## config.mk

```make
export PLATFORM = sky130hd
export DESIGN_NAME = pipelined_csel_adder
export DESIGN_NICKNAME = d
export VERILOG_FILES = /design/src/rtl/pipelined_csel_adder.sv
export SDC_FILE = /design/constraint.sdc
export NUM_CORES = 1
export LEC_CHECK = 0
export ABC_AREA = 0
export CORE_MARGIN = 2
export CORE_UTILIZATION = 28
export DETAILED_ROUTE_END_ITERATION = 8
export PLACE_DENSITY = 0.54
export SKIP_CTS_REPAIR_TIMING = 1
export SYNTH_ARGS = -nofsm -noshare
export SYNTH_HDL_FRONTEND = slang
export SYNTH_SLANG_ARGS = --single-unit
export TNS_END_PERCENT = 30
```

## constraint.sdc

```tcl
create_clock -name clk -period 5.92 [get_ports clk]
set_clock_uncertainty 0.2 [all_clocks]
set_input_delay 1.184 -clock clk [delete_from_list [all_inputs] [get_ports clk]]
set_output_delay 1.184 -clock clk [all_outputs]
set_load 0.02 [all_outputs]
```

## src/rtl/pipelined_csel_adder.sv

```systemverilog
// Purpose: carry-select adder/subtractor pipelined one carry-select block per stage (NBLK = WIDTH/BLOCK stages).
// Latency: NBLK cycles from input transfer to out_valid; sustains one result per cycle.
// Backpressure: in_ready = !out_valid || out_ready; when low the whole pipeline (valid bits included) holds.
//
// Ports:
//   clk, rst_n           clock (rising edge) and asynchronous active-low reset
//   in_valid / in_ready  operand handshake for a, b, cin, sub (sub=1 gives a-b; cin ignored)
//   out_valid / out_ready result handshake for o, cout (carry out of MSB; 1 = no borrow on sub), ovf (signed overflow)
module pipelined_csel_adder #(
    parameter int WIDTH = 32,
    parameter int BLOCK = 8
) (
    input  logic             clk,
    input  logic             rst_n,
    input  logic             in_valid,
    output logic             in_ready,
    input  logic [WIDTH-1:0] a,
    input  logic [WIDTH-1:0] b,
    input  logic             cin,
    input  logic             sub,
    output logic             out_valid,
    input  logic             out_ready,
    output logic [WIDTH-1:0] o,
    output logic             cout,
    output logic             ovf
);
    localparam int NBLK = WIDTH / BLOCK;

    if ((WIDTH % BLOCK) != 0 || NBLK < 2) begin : g_bad_params
        $error("pipelined_csel_adder: WIDTH must be a multiple of BLOCK with at least two blocks");
    end

    logic             adv;
    logic [WIDTH-1:0] b_eff;
    logic             c0;

    // The whole pipeline moves as one; a stall freezes every stage.
    assign in_ready = !out_valid || out_ready;
    assign adv      = in_ready;

    // Subtraction folds into addition: a + ~b + 1.
    assign b_eff = sub ? ~b : b;
    assign c0    = sub | cin;

    for (genvar k = 0; k < NBLK; k++) begin : g_stg
        logic [BLOCK-1:0]         blk_a;
        logic [BLOCK-1:0]         blk_b;
        logic                     blk_c;
        logic                     vld_in;
        logic [BLOCK:0]           s0;
        logic [BLOCK:0]           s1;
        logic [BLOCK:0]           sel;
        logic [(k+1)*BLOCK-1:0]   sum_d;
        logic [(k+1)*BLOCK-1:0]   sum_q;
        logic                     cy_q;
        logic                     vld_q;

        // Stage 0 consumes the live inputs; later stages consume the operand
        // bits carried forward by the previous stage, lowest block first.
        if (k == 0) begin : g_in
            assign blk_a  = a[BLOCK-1:0];
            assign blk_b  = b_eff[BLOCK-1:0];
            assign blk_c  = c0;
            assign vld_in = in_valid;
            assign sum_d  = sel[BLOCK-1:0];
        end else begin : g_in
            assign blk_a  = g_stg[k-1].g_rem.rem_a[BLOCK-1:0];
            assign blk_b  = g_stg[k-1].g_rem.rem_b[BLOCK-1:0];
            assign blk_c  = g_stg[k-1].cy_q;
            assign vld_in = g_stg[k-1].vld_q;
            assign sum_d  = {sel[BLOCK-1:0], g_stg[k-1].sum_q};
        end

        // Both carry hypotheses are formed in parallel; the incoming carry picks one.
        assign s0  = {1'b0, blk_a} + {1'b0, blk_b};
        assign s1  = {1'b0, blk_a} + {1'b0, blk_b} + {{BLOCK{1'b0}}, 1'b1};
        assign sel = blk_c ? s1 : s0;

        always_ff @(posedge clk or negedge rst_n) begin
            if (!rst_n) begin
                vld_q <= 1'b0;
                cy_q  <= 1'b0;
                sum_q <= '0;
            end else if (adv) begin
                vld_q <= vld_in;
                cy_q  <= sel[BLOCK];
                sum_q <= sum_d;
            end
        end

        // Unresolved operand bits travel alongside, shrinking by one block per stage.
        if (k < NBLK - 1) begin : g_rem
            localparam int RW = (NBLK - 1 - k) * BLOCK;
            logic [RW-1:0] src_a;
            logic [RW-1:0] src_b;
            logic [RW-1:0] rem_a;
            logic [RW-1:0] rem_b;

            if (k == 0) begin : g_src
                assign src_a = a[WIDTH-1:BLOCK];
                assign src_b = b_eff[WIDTH-1:BLOCK];
            end else begin : g_src
                assign src_a = g_stg[k-1].g_rem.rem_a[RW+BLOCK-1:BLOCK];
                assign src_b = g_stg[k-1].g_rem.rem_b[RW+BLOCK-1:BLOCK];
            end

            always_ff @(posedge clk or negedge rst_n) begin
                if (!rst_n) begin
                    rem_a <= '0;
                    rem_b <= '0;
                end else if (adv) begin
                    rem_a <= src_a;
                    rem_b <= src_b;
                end
            end
        end

        // Last block: carry into the MSB is recovered from the MSB sum bit.
        if (k == NBLK - 1) begin : g_ovf
            logic msb_cin;
            logic ovf_q;

            assign msb_cin = sel[BLOCK-1] ^ blk_a[BLOCK-1] ^ blk_b[BLOCK-1];

            always_ff @(posedge clk or negedge rst_n) begin
                if (!rst_n) begin
                    ovf_q <= 1'b0;
                end else if (adv) begin
                    ovf_q <= msb_cin ^ sel[BLOCK];
                end
            end
        end
    end

    assign out_valid = g_stg[NBLK-1].vld_q;
    assign o         = g_stg[NBLK-1].sum_q;
    assign cout      = g_stg[NBLK-1].cy_q;
    assign ovf       = g_stg[NBLK-1].g_ovf.ovf_q;

endmodule

```

* Word level (Yosys, flattened, before mapping)
Index checks and enable logic that the tools add are counted.
** Operators by class
- Bitwise gates (word level) :: 5
- Mux-type cells :: 5
- Add/subtract/negate cells :: 8
- Reductions and logical operators :: 2
** Operators by type and width (number)
- adder 8 x 8 -> 9 bit :: 4
- adder 9 x 1 -> 9 bit, second input constant :: 4
- two-way mux 9 bit :: 4
- two-way mux 32 bit :: 1
- inverter 32 bit :: 1
- XOR 1 bit :: 3
- logical NOT 1 bit :: 1
- logical OR 1 bit :: 1
- OR 1 bit :: 1
** Storage, ports and cells
- Output and inout bits :: 36
- Flip-flop bits (word level) :: 185
- Word-level logic and storage cells :: 39
- Input bits :: 70

* Depth between registers and ports, before layout
- Depth in word-level cells :: 6
- Mapped depth :: 12
- Mapped depth without buffers :: 11

* Least setup slack after synthesis
OpenSTA, ideal clock, no wires.
- Path type :: input-to-reg
- From :: input port sub
- To :: register g_stg[0].cy_q
- Setup time :: 0.120 ns
- Required time :: 5.600 ns
- Path buffers :: 2
- Setup slack :: 1.531 ns
- Stages :: 12
- Arrival time :: 4.070 ns
- Path through :: clkbuf_1 buf_1 xor2_1 ha_1 fa_1 a21o_1 a21oi_1 o21ai_0 a211oi_2 nand3_1 or4_1 and3_1
** On the way
- Word-level cells in the longest chain between the ends :: 4
** RTL lines
- start, declared :: RTL line 20 : input logic sub,
- two-way mux 32 bit :: RTL line 42 : assign b_eff = sub ? ~b : b;
- adder 8 x 8 -> 9 bit :: RTL line 75, 76
- adder 9 x 1 -> 9 bit :: RTL line 76 : assign s1 = {1'b0, blk_a} + {1'b0, blk_b} + {{BLOCK{1'b0}}, 1'b1};
- two-way mux 9 bit * :: RTL line 77 : assign sel = blk_c ? s1 : s0;
- end signal, assigned :: RTL line 86 : cy_q <= sel[BLOCK];
- end, declared :: RTL line 55 : logic cy_q;
Every way passes the cells marked *; elsewhere a longest branch is shown, timed or not.
A chain may end at the register's enable or synchronous reset.

* Worst setup path after layout
- From :: input port out_ready
- To :: output port in_ready
** On the way
- Word-level cells in the longest chain between the ends :: 1
** RTL lines
- start, declared :: RTL line 22 : input logic out_ready,
- logical OR 1 bit :: RTL line 38 : assign in_ready = !out_valid || out_ready;
- end, declared :: RTL line 16 : output logic in_ready,
Every way passes these cells.

==> flow_summary.json <==
{
  "rsz0062_at_grt": "no",
  "root_buffer": "clkbuf_16",
  "worstPathRequired_ps": 4540,
  "hold_path_class": "flip-flop to flip-flop",
  "overflow": 0,
  "n_antenna_cell": 0,
  "ant_nets": 0,
  "grtUsageTotal_pct": 12.3,
  "layout_setup_ws_ps": 1770,
  "fin_tns_setup_ps": 0,
  "slew_headroom_pct": 33.5,
  "setup_violations": 0,
  "async_flop_share_pct": 100,
  "p_leak_uw": 0.00520,
  "whs_ps": 260,
  "cts_tree": "built",
  "drv_cap": 0,
  "reg2reg_depth": 9,
  "drtIter0Drc": 340,
  "drive_above_1_share_pct": 4.97,
  "clkLatencyLatePin_ps": 440,
  "p_sw_uw": 2370,
  "min_period_ps": 4150,
  "clock-sinks": 185,
  "hpwl_um": 13100,
  "internal-power_uw": 3760,
  "finalHoldViolCount": 0,
  "pre_cts_slack_ps": 1370,
  "yosysSeqAreaShare_pct": 51.2,
  "drt-total-wl_um": 19300,
  "stdcell_count": 1509,
  "fmax_ghz": 0.241,
  "peakVddDrop_mv": 0.209,
  "worst_ep_arrival_time_ps": 2760,
  "vias": 6670,
  "crit_path_end_kind": "primary output",
  "status": "finished clean",
  "synth_edf_count": 0,
  "drc_errors": 0,
  "power-per-cell-area_nw_per_um2": 551,
  "htreeDepth": 4,
  "syn_nets": 1123,
  "final_common_cell": "nand2_1",
  "cp-start-kind": "primary input",
  "p_total_uw": 6130,
  "vias_per_cell": 4.42,
  "clk_path_buf_depth": 2,
  "yosysWarningCount": 0,
  "fill_cells": 3280,
  "dieWidth_um": 184,
  "dieHeight_um": 184,
  "clockPowerShare_pct": 20.3,
  "final_nets": 1204,
  "combinationalPowerShare_pct": 44.7,
  "hold_depth": 2,
  "criticalPathCategory": "primary input to primary output",
  "wl_per_cell_um": 12.8,
  "synth_area_sq_um": 9040,
  "path_clk_slew_ps": 70,
  "drt-pass1-iter-count": 4,
  "yosys.cell_types.count": 56,
  "portBuffers": 105,
  "critPathMaxFanout": 21,
  "synth_ff_type": "dfrtp_1",
  "finalCritPeriodShare_pct": 70.0,
  "gp_congestion": 0.780,
  "power.share.sequential_pct": 35.0,
  "io_pins": 106,
  "grt_max_degree": 104,
  "slew_violations": 0,
  "num_rows": 65,
  "start_util_pct": 28.6,
  "grt_pass1_vias": 6668,
  "core_area_sq_um": 31600,
  "synth_seq_cells": 185,
  "antenna_found_initial": 0,
  "area_growth_pct": 23.0,
  "grt_pass1_wl_um": 32800,
  "dp_cells": 1477,
  "synthCells": 1013,
  "layout_common_cells": "nand2_1, dfrtp_1, clkdlybuf4s50_1, o21ai_0, xnor2_1",
  "p_sw_share_pct": 38.6,
  "worst_pin_slew_ps": 998,
  "dieArea_sq_um": 33700,
  "numCtsBuffers": 17,
  "postSynthAreaPerCell_sq_um": 8.93
}
worst paths after layout:
check	startpoint	endpoint	slack, ps
max	out_ready	in_ready	1770
min	g_stg[2].vld_q	g_stg[2].vld_q	260
max reg2reg	g_stg[2].g_rem.rem_a[0]	ovf	2870
min reg2reg	g_stg[2].vld_q	g_stg[2].vld_q	260
max in group asynchronous	rst_n	g_stg[0].g_rem.rem_a[11]	3920
min in group asynchronous	rst_n	g_stg[0].vld_q	590
registers in the layout, summed over array words and instances, names as in the netlist, 3 cells and up:
signal             flops
g_stg.g_rem.rem_a     48
g_stg.sum_q           48
g_stg.vld_q            3
g_stg.g_rem.rem_b     48
o                     32
g_stg.cy_q             3
logic make-up after synthesis:
logic type | Yosys count | share of synthesized area (%)
compound gates | 134 | 9.40
xor+xnor | 75 | 7.42
fa+ha+maj | 40 | 5.87
buf+inv | 66 | 2.75
flops | 185 | 51.2
mux | 4 | 0.443
simple gates | 509 | 22.9
metrics by stage:
stage	instance area, sq um	utilization [%]
2_1_floorplan	9040	-
4_1_cts	11100	35.1
6_report	11100	35.1
3_5_place_dp	10500	33.1
5_1_grt	11100	35.1
3_3_place_gp	10500	33.1
cells in the mapped netlist (all sizes together) (2+ instances only):
| cell type | n | area (sq um) |
|---|---|---|
| or2 | 4 | 25.0 |
| a31oi | 5 | 31.3 |
| dfrtp | 185 | 4630 |
| and4 | 6 | 57.6 |
| xnor2 | 52 | 455 |
| nand2 | 431 | 1620 |
| inv | 17 | 63.8 |
| or3 | 2 | 12.5 |
| a21oi | 22 | 110 |
| and2 | 2 | 12.5 |
| nor3 | 9 | 45.0 |
| nand2b | 2 | 15.0 |
| a211o | 3 | 26.3 |
| xor2 | 22 | 193 |
| a2111oi | 2 | 17.5 |
| nor2b | 3 | 18.8 |
| o211ai | 3 | 22.5 |
| o21ai | 58 | 294 |
| o31ai | 6 | 50.1 |
| mux2i | 4 | 40.0 |
| o21a | 11 | 82.6 |
| a21o | 10 | 75.1 |
| nor2 | 23 | 86.3 |
| ha | 36 | 450 |
| fa | 4 | 80.1 |
| and3 | 7 | 45.1 |
| nand4 | 7 | 43.8 |
| a211oi | 4 | 40.0 |
| buf | 15 | 57.6 |
| nand3 | 8 | 40.0 |
| clkbuf | 34 | 128 |
power groups by stage:
stage,Combinational [uW],Sequential (uW),Clock [uW]
6_report,2740,2140,1250
5_1_grt,3140,2230,1350
4_1_cts,2780,2160,1290
3_5_place_dp,2770,2180,0
3_3_place_gp,2710,2170,0
2_1_floorplan,1930,2230,0
critical path, stage by stage:
cell	delay [ps]
clkdlybuf4s50_1	440
nor2b_4	420
inv_4	80
clkdlybuf4s50_1	620
layout make-up:
type	instances	area [sq um]	area share, %
Tap cell	402	503	4.52
Timing Repair Buffer	111	1110	9.96
Multi-Input combinational cell	762	4170	37.5
Sequential cell	185	4630	41.6
Clock inverter	14	211	1.90
Inverter	17	66.3	0.597
Clock buffer	18	429	3.86
per-layer routing:
| metal | global-route usage [%] | wire length [um] |
|---|---|---|
| met4 | 4.19 | 300 |
| met2 | 19.4 | 8850 |
| met3 | 2.75 | 688 |
| met1 | 16.5 | 9440 |
| met5 | 0 | 0 |
Power figures use the tool's default switching activity.
